### config.mk
export PLATFORM = sky130hd
export DESIGN_NAME = port_input_irq
export DESIGN_NICKNAME = d
export VERILOG_FILES = /design/src/rtl/port_pkg.sv /design/src/rtl/pin_debounce.sv /design/src/rtl/port_input_irq.sv
export SDC_FILE = /design/constraint.sdc
export NUM_CORES = 1
export LEC_CHECK = 0
export CORE_MARGIN = 1.5
export CORE_UTILIZATION = 55
export DETAILED_ROUTE_END_ITERATION = 12
export GPL_ROUTABILITY_DRIVEN = 0
export PLACE_DENSITY = 0.88
export SYNTH_ARGS = -nofsm -noshare
export SYNTH_HDL_FRONTEND = slang
export SYNTH_SLANG_ARGS = --single-unit
### constraint.sdc
create_clock -name clk -period 6.6 [get_ports clk]
set_clock_uncertainty 0.05 [all_clocks]
set_input_delay 1.98 -clock clk [delete_from_list [all_inputs] [get_ports clk]]
set_output_delay 1.98 -clock clk [all_outputs]
set_load 0.02 [all_outputs]
### src/rtl/port_pkg.sv
// Shared definitions for the GPIO port input stage.
//  - Register offsets of the input/interrupt register window.
//  - Per-pin debounce state type.
package port_pkg;

    localparam logic [1:0] PIRQ_ADR_IN     = 2'd0;
    localparam logic [1:0] PIRQ_ADR_IFLAG  = 2'd1;
    localparam logic [1:0] PIRQ_ADR_IMASK  = 2'd2;
    localparam logic [1:0] PIRQ_ADR_ISENSE = 2'd3;

    typedef enum logic {
        STABLE   = 1'b0,
        CHANGING = 1'b1
    } pin_deb_state_e;

endpackage

### src/rtl/pin_debounce.sv
// One GPIO input pin: synchroniser chain, debounce counter and edge detect.
// Ports:
//  clk, rst  clock, asynchronous active-high reset
//  pad       raw pad value (asynchronous to clk)
//  en        input enable; 0 feeds 0 into the synchroniser
//  deb_cnt   debounce length in cycles (0 = none)
//  stable    debounced value
//  rise/fall stable is about to go 0->1 / 1->0 on the next clock edge
module pin_debounce
    import port_pkg::*;
#(
    parameter int unsigned SYNC_STAGES = 2,
    parameter int unsigned DEB_W       = 4
) (
    input  logic             clk,
    input  logic             rst,
    input  logic             pad,
    input  logic             en,
    input  logic [DEB_W-1:0] deb_cnt,
    output logic             stable,
    output logic             rise,
    output logic             fall
);

    logic [SYNC_STAGES-1:0] sync_q;
    logic                   s;
    logic                   stable_q, stable_d;
    logic [DEB_W-1:0]       cnt_q, cnt_d;
    pin_deb_state_e         state;

    always_ff @(posedge clk or posedge rst) begin
        if (rst) begin
            sync_q   <= '0;
            stable_q <= 1'b0;
            cnt_q    <= '0;
        end else begin
            sync_q   <= {sync_q[SYNC_STAGES-2:0], pad & en};
            stable_q <= stable_d;
            cnt_q    <= cnt_d;
        end
    end

    assign s = sync_q[SYNC_STAGES-1];

    always_comb begin
        state    = (s != stable_q) ? CHANGING : STABLE;
        stable_d = stable_q;
        cnt_d    = '0;
        unique case (state)
            STABLE: cnt_d = '0;
            CHANGING: begin
                // >= so that lowering deb_cnt mid-count expires on the next compare
                // instead of waiting for the counter to wrap.
                if (cnt_q >= deb_cnt) begin
                    stable_d = s;
                    cnt_d    = '0;
                end else begin
                    cnt_d = cnt_q + DEB_W'(1);
                end
            end
            default: cnt_d = '0;
        endcase
    end

    assign stable = stable_q;
    assign rise   = ~stable_q & stable_d;
    assign fall   = stable_q & ~stable_d;

endmodule

### src/rtl/port_input_irq.sv
// Input side of one GPIO port: per-pin synchronise/debounce, pin-change
// interrupt flags and the IN/IFLAG/IMASK/ISENSE register window.
// Ports:
//  clk, rst   clock, asynchronous active-high reset
//  pad_in     raw pad inputs          input_en  per-pin input enable
//  deb_cnt    debounce length         adr/we/re/mdata  register bus request
//  sdata      read data (comb.)       ws        wait state, always 0
//  in_stable  debounced pin values    irq       OR of (IFLAG & IMASK)
module port_input_irq
    import port_pkg::*;
#(
    parameter int unsigned NPINS       = 8,
    parameter int unsigned SYNC_STAGES = 2,
    parameter int unsigned DEB_W       = 4
) (
    input  logic             clk,
    input  logic             rst,
    input  logic [NPINS-1:0] pad_in,
    input  logic [NPINS-1:0] input_en,
    input  logic [DEB_W-1:0] deb_cnt,
    input  logic [1:0]       adr,
    input  logic [1:0]       we,
    input  logic [1:0]       re,
    input  logic [15:0]      mdata,
    output logic [15:0]      sdata,
    output logic             ws,
    output logic [NPINS-1:0] in_stable,
    output logic             irq
);

    logic [NPINS-1:0] rise, fall;
    logic [NPINS-1:0] iflag_q, iflag_d;
    logic [NPINS-1:0] imask_q, imask_d;
    logic [NPINS-1:0] isr_q, isr_d;
    logic [NPINS-1:0] isf_q, isf_d;
    logic [NPINS-1:0] flag_set, flag_clr;
    logic [7:0]       in8, iflag8, imask8, isr8, isf8;
    logic             unused_re;

    for (genvar gi = 0; gi < NPINS; gi++) begin : gen_pin
        pin_debounce #(
            .SYNC_STAGES (SYNC_STAGES),
            .DEB_W       (DEB_W)
        ) u_pin (
            .clk     (clk),
            .rst     (rst),
            .pad     (pad_in[gi]),
            .en      (input_en[gi]),
            .deb_cnt (deb_cnt),
            .stable  (in_stable[gi]),
            .rise    (rise[gi]),
            .fall    (fall[gi])
        );
    end

    always_ff @(posedge clk or posedge rst) begin
        if (rst) begin
            iflag_q <= '0;
            imask_q <= '0;
            isr_q   <= '0;
            isf_q   <= '0;
        end else begin
            iflag_q <= iflag_d;
            imask_q <= imask_d;
            isr_q   <= isr_d;
            isf_q   <= isf_d;
        end
    end

    always_comb begin
        flag_set = (rise & isr_q) | (fall & isf_q);
        flag_clr = '0;
        imask_d  = imask_q;
        isr_d    = isr_q;
        isf_d    = isf_q;
        if (adr == PIRQ_ADR_IFLAG && we[0]) begin
            flag_clr = mdata[NPINS-1:0];
        end
        if (adr == PIRQ_ADR_IMASK && we[0]) begin
            imask_d = mdata[NPINS-1:0];
        end
        if (adr == PIRQ_ADR_ISENSE) begin
            if (we[0]) isr_d = mdata[NPINS-1:0];
            if (we[1]) isf_d = mdata[NPINS+7:8];
        end
        // A new edge outranks a W1C of the same bit.
        iflag_d = (iflag_q & ~flag_clr) | flag_set;
    end

    // Zero-extend to byte width so bits >= NPINS read as 0.
    always_comb begin
        in8    = '0;
        iflag8 = '0;
        imask8 = '0;
        isr8   = '0;
        isf8   = '0;
        in8[NPINS-1:0]    = in_stable;
        iflag8[NPINS-1:0] = iflag_q;
        imask8[NPINS-1:0] = imask_q;
        isr8[NPINS-1:0]   = isr_q;
        isf8[NPINS-1:0]   = isf_q;
    end

    always_comb begin
        sdata = 16'h0000;
        unique case (adr)
            PIRQ_ADR_IN:     sdata = {8'h00, in8};
            PIRQ_ADR_IFLAG:  sdata = {8'h00, iflag8};
            PIRQ_ADR_IMASK:  sdata = {8'h00, imask8};
            PIRQ_ADR_ISENSE: sdata = {isf8, isr8};
            default:         sdata = 16'h0000;
        endcase
    end

    // Reads have no side effects, so the read strobes are not needed.
    assign unused_re = ^re;
    assign ws        = 1'b0;
    assign irq       = |(iflag_q & imask_q);

endmodule

# [After elaboration in Yosys (flattened, before gate mapping)]
# Index checks and enable logic that the tools add are counted.
# Widths: inputs -> output; s select.
[totals] regBits=88 latchBits=0 ramBits=0 mem_bits_ro=0 word_cells=158 memories=0
[classes] n_addsub=8 mul=0 n_div=0 n_lt_le_gt_ge=8 eq_ne=11 shift=0 muxes=42 n_bitwise=55 reduce_logical=6
[op_table] cell="$pmux 16 s4" n=1
[op_table] cell="$pmux 4 s2" n=8
[op_table] cell="$add 4x1->4 const B" n=8
[op_table] cell="$and 8x8->8" n=4
[op_table] cell="$ge 4x4->1" n=8
[op_table] cell="$mux 4" n=8
[op_table] cell="$and 1x1->1" n=24
[op_table] cell="$mux 1" n=24
[op_table] cell="$not 1->1" n=24
[op_table] cell="$or 8x8->8" n=2
[op_table] cell="$mux 8" n=1
[op_table] cell="$ne 1x1->1" n=8
[op_table] cell="$not 8->8" n=1
[op_table] cell="$reduce_or 8->1" n=1
[op_table] cell="$eq 2x2->1 const B" n=2
[op_table] cell="$reduce_and 2->1" n=2
[op_table] cell="$eq 2x1->1 const B" n=1
[op_table] cell="$logic_and 1x1->1" n=2
[op_table] cell="$logic_not 2->1" n=1

# [Depth between registers and ports, before layout]
[depth] depth_word=8 ltp_mapped=6 mapped_depth_nobuf=6

# [By module]
# Synthesis repeated with hierarchy kept, for this count alone.
[hier_totals] cells_unflattened=394 area_unflattened_um2=4954.8
[by_module_without_submodules] module="pin_debounce" instances=8 cells_each=35 area_per_inst_um2=407.9 seq_area_each_um2=175.2
[by_module_without_submodules] module="port_input_irq" instances=1 cells_each=114 area_per_inst_um2=1691.6 seq_area_each_um2=800.8

# [Least setup slack after synthesis]
# Ideal clock, no wire load.
[synth_timing] kind="input -> output" from="input adr[0]" to="output sdata[0]" t_arrival_ps=2817 slack_ps=1753 cell_stages=2 path_cell_list="buf_2 -> mux4_2"
[synth_between] elab_chain_len=2
[synth_lines] element="start, declared" line_no="port_input_irq.sv:21" rtl="input logic [1:0] adr,"
[synth_lines] element="$eq 2x2->1 (tied with other cells)" line_no="port_input_irq.sv:106" rtl="unique case (adr)"
[synth_lines] element="$pmux 16 s4 *" line_no="port_input_irq.sv:106"
[synth_lines] element="end, declared" line_no="port_input_irq.sv:25" rtl="output logic [15:0] sdata,"
# Every way passes the cells marked *; elsewhere a longest branch is shown, timed or not.

# [Final worst setup path]
[layout_timing] from="input adr[0]" to="output sdata[7]"
# The elaborated chain is that of the path after synthesis.

==> results_dict.tcl <==
set metrics [dict create \
    drtAntennaViolNets 0 \
    p_leak_nw 2.62 \
    cp-end-kind "output port" \
    synth_nets 464 \
    synthCells 380 \
    critPathMaxFanout 15 \
    max-cap-violations 0 \
    ios 70 \
    route.detailed.drc 0 \
    route.vias.total 3130 \
    clk_pin_slew_ps 90 \
    crit_type "in -> out" \
    cts_resized 0 \
    dp_slack_ps 607 \
    ctsHtreeMaxLevel 3 \
    cts_sinks 88 \
    yosysSeqAreaShare_pct 46.7 \
    ys_ff_latch 88 \
    rows 33 \
    yosysWarningCount 0 \
    initial_utilization_pct 57.1 \
    routed_wl_um 9640 \
    cts_root_buffer "clkbuf_8" \
    cp-start-kind "input pin" \
    holdCritStartpoint "gen_pin[4].u_pin.sync_q[0]$_DFF_PP0_" \
    overflow 0 \
    die-area_mm2 0.00913 \
    antenna_found_initial 0 \
    p_total_w 0.00188 \
    cp_data_arrival_time_ps 3930 \
    yosys.area.top_type "dfrtp_1" \
    final_hold_viol_count 0 \
    coreArea_mm2 0.00826 \
    die_x_um 95.6 \
    numCtsBuffers 9 \
    dieHeight_um 95.6 \
    post_cts_buffers 0 \
    dp_hpwl_um 7080 \
    finalSetupTns_ps 0 \
    syn-cell-area_mm2 0.00471 \
    worst_slew_pin_slew_ps 792 \
    ir_drop_v 0.000207 \
    r2r_start "gen_pin[2].u_pin.cnt_q[0]$_DFF_PP0_" \
    slew_violations 0 \
    drive_gt1_share_pct 17.1 \
    fin_ws_ps 642 \
    hold_class "reg -> reg" \
    fin_nets 530 \
    synth_edf_count 0 \
    synthDominantCellAreaShare_pct 46.7 \
    cts_tree "built" \
    setup_violations 0 \
    postCtsHoldBufs 0 \
    crit_required_ps 4570 \
    timing.final.crit_share_pct 90.3 \
    async_flop_share_pct 100 \
    status "finished, final reports clean" \
    slew_headroom_pct 47.1 \
    synthFlopType "dfrtp_1" \
    cts.path.max_buffers 2 \
    avgSynthCellArea_um2 12.4 \
    fmax_ghz 0.168 \
    rsz0062_at_grt "no" \
    critPathLaunch "adr[0]" \
    dp_cells 540 \
    track_usage_pct 23.7 \
    r2r_setup_slack_ps 4710 \
    grt_start_max_net_pins 48 \
    syn2layout_area_growth_pct 19.7 \
    diodes 0 \
    vias_per_cell 5.63 \
    powerDensity_mw_per_mm2 334 \
    drtPass1Iterations 4 \
    clock_latency_ps 360 \
    grt_pass1_wl_um 15800 \
    synth.distinct_cells 29 \
    stdcell_count 556 \
    port_buffers 66 \
    nFillCells 577 \
    drtIter0Drc 137 \
    detail_route.wl_per_cell_um 17.3 \
    grt_pass1_vias 3257 \
    min_period_ps 5960 \
    synth.area.top_cells "dfrtp_1, ha_1, mux2_2, a2111oi_4, mux4_2" \
]
[synthesized netlist by cell type (9+ instances only)]
master,n
nor2_1,48
dfrtp_1,88
mux2_2,24
xor2_1,16
nand3b_1,10
buf_4,10
nand3_1,9
nand2_1,16
inv_1,20
ha_1,40
[cells in the final DEF, fill, tap and decap left out, types with 9 or more instances in the layout]
cell	n
dfrtp_1	88
xor2_1	16
nand3b_1	10
clkbuf_8	9
clkdlybuf4s50_1	66
nor2_1	48
mux2_2	24
nand3_1	9
inv_1	19
nand2_1	16
ha_1	40
[power breakdown]
group / switching (W) / leakage, nW / internal, W
sequential: 0.000128 / 1.13 / 0.000660
clock: 0.000192 / 0.101 / 0.000177
combinational: 0.000322 / 1.38 / 0.000403
[metrics by stage]
step	util [%]	instance area (um2)	hold slack, ps
global placement	66.0	5450	282
finish	68.3	5640	304
detailed placement	66.0	5450	286
floorplan	-	4710	281
global route	68.3	5640	313
CTS	68.3	5640	307
[state kept, by name, indices dropped and copies added, names as in the netlist]
register and cells:
iflag8 8, gen_pin.u_pin.stable 8, isf8 8, imask8 8, isr8 8, gen_pin.u_pin.cnt_q 32
gen_pin.u_pin.sync_q 16
[metal layers]
layer  track usage [%]  part of all wire, %  up-vias
li1                  -                    -     1459
met1              28.4                   41     1549
met2              40.7                   51       99
met3              5.66                  5.6       23
met4              9.80                  2.7        0
met5                 0                    0        -
[path summary, 6_finish.rpt]
path,cells past startpoint,endpoint
hold / removal,0,gen_pin[4].u_pin.sync_q[1]$_DFF_PP0_
hold reg to reg,0,gen_pin[4].u_pin.sync_q[1]$_DFF_PP0_
setup reg to reg,6,gen_pin[2].u_pin.stable$_DFF_PP0_
min in group asynchronous,2,isr8[2]$_DFFE_PP0P_
max in group asynchronous,3,isr8[0]$_DFFE_PP0P_
setup / recovery,4,sdata[7]
[critical path, cell delays in order]
cell and delay (ps):
clkdlybuf4s50_1 670, buf_12 200, mux4_2 510, clkdlybuf4s50_1 560
[cell families (layout without fill, tap and decap cells)]
group | after synthesis | count (layout) | share of synthesized area, %
other | 1 | 1 | 0.0796
DFF | 88 | 88 | 46.7
buffers and inverters | 34 | 105 | 3.58
adders and majority gates | 40 | 40 | 10.6
and+or+nand+nor | 111 | 111 | 12.9
AOI/OAI and AO/OA | 42 | 42 | 9.56
muxes | 40 | 40 | 12.1
xor gates and xnor gates | 24 | 24 | 4.46
[final cells by class]
cell class / instances / area [um2] / area share, %
multi-input cells: 258 / 2340 / 41.5
flip-flops and latches: 88 / 2200 / 39.0
repair buffers: 69 / 696 / 12.3
well taps: 105 / 131 / 2.33
clock buffers: 10 / 128 / 2.26
inverters: 20 / 76.3 / 1.35
clock inverters: 6 / 66.3 / 1.18
(Power assumes the default switching activity.)
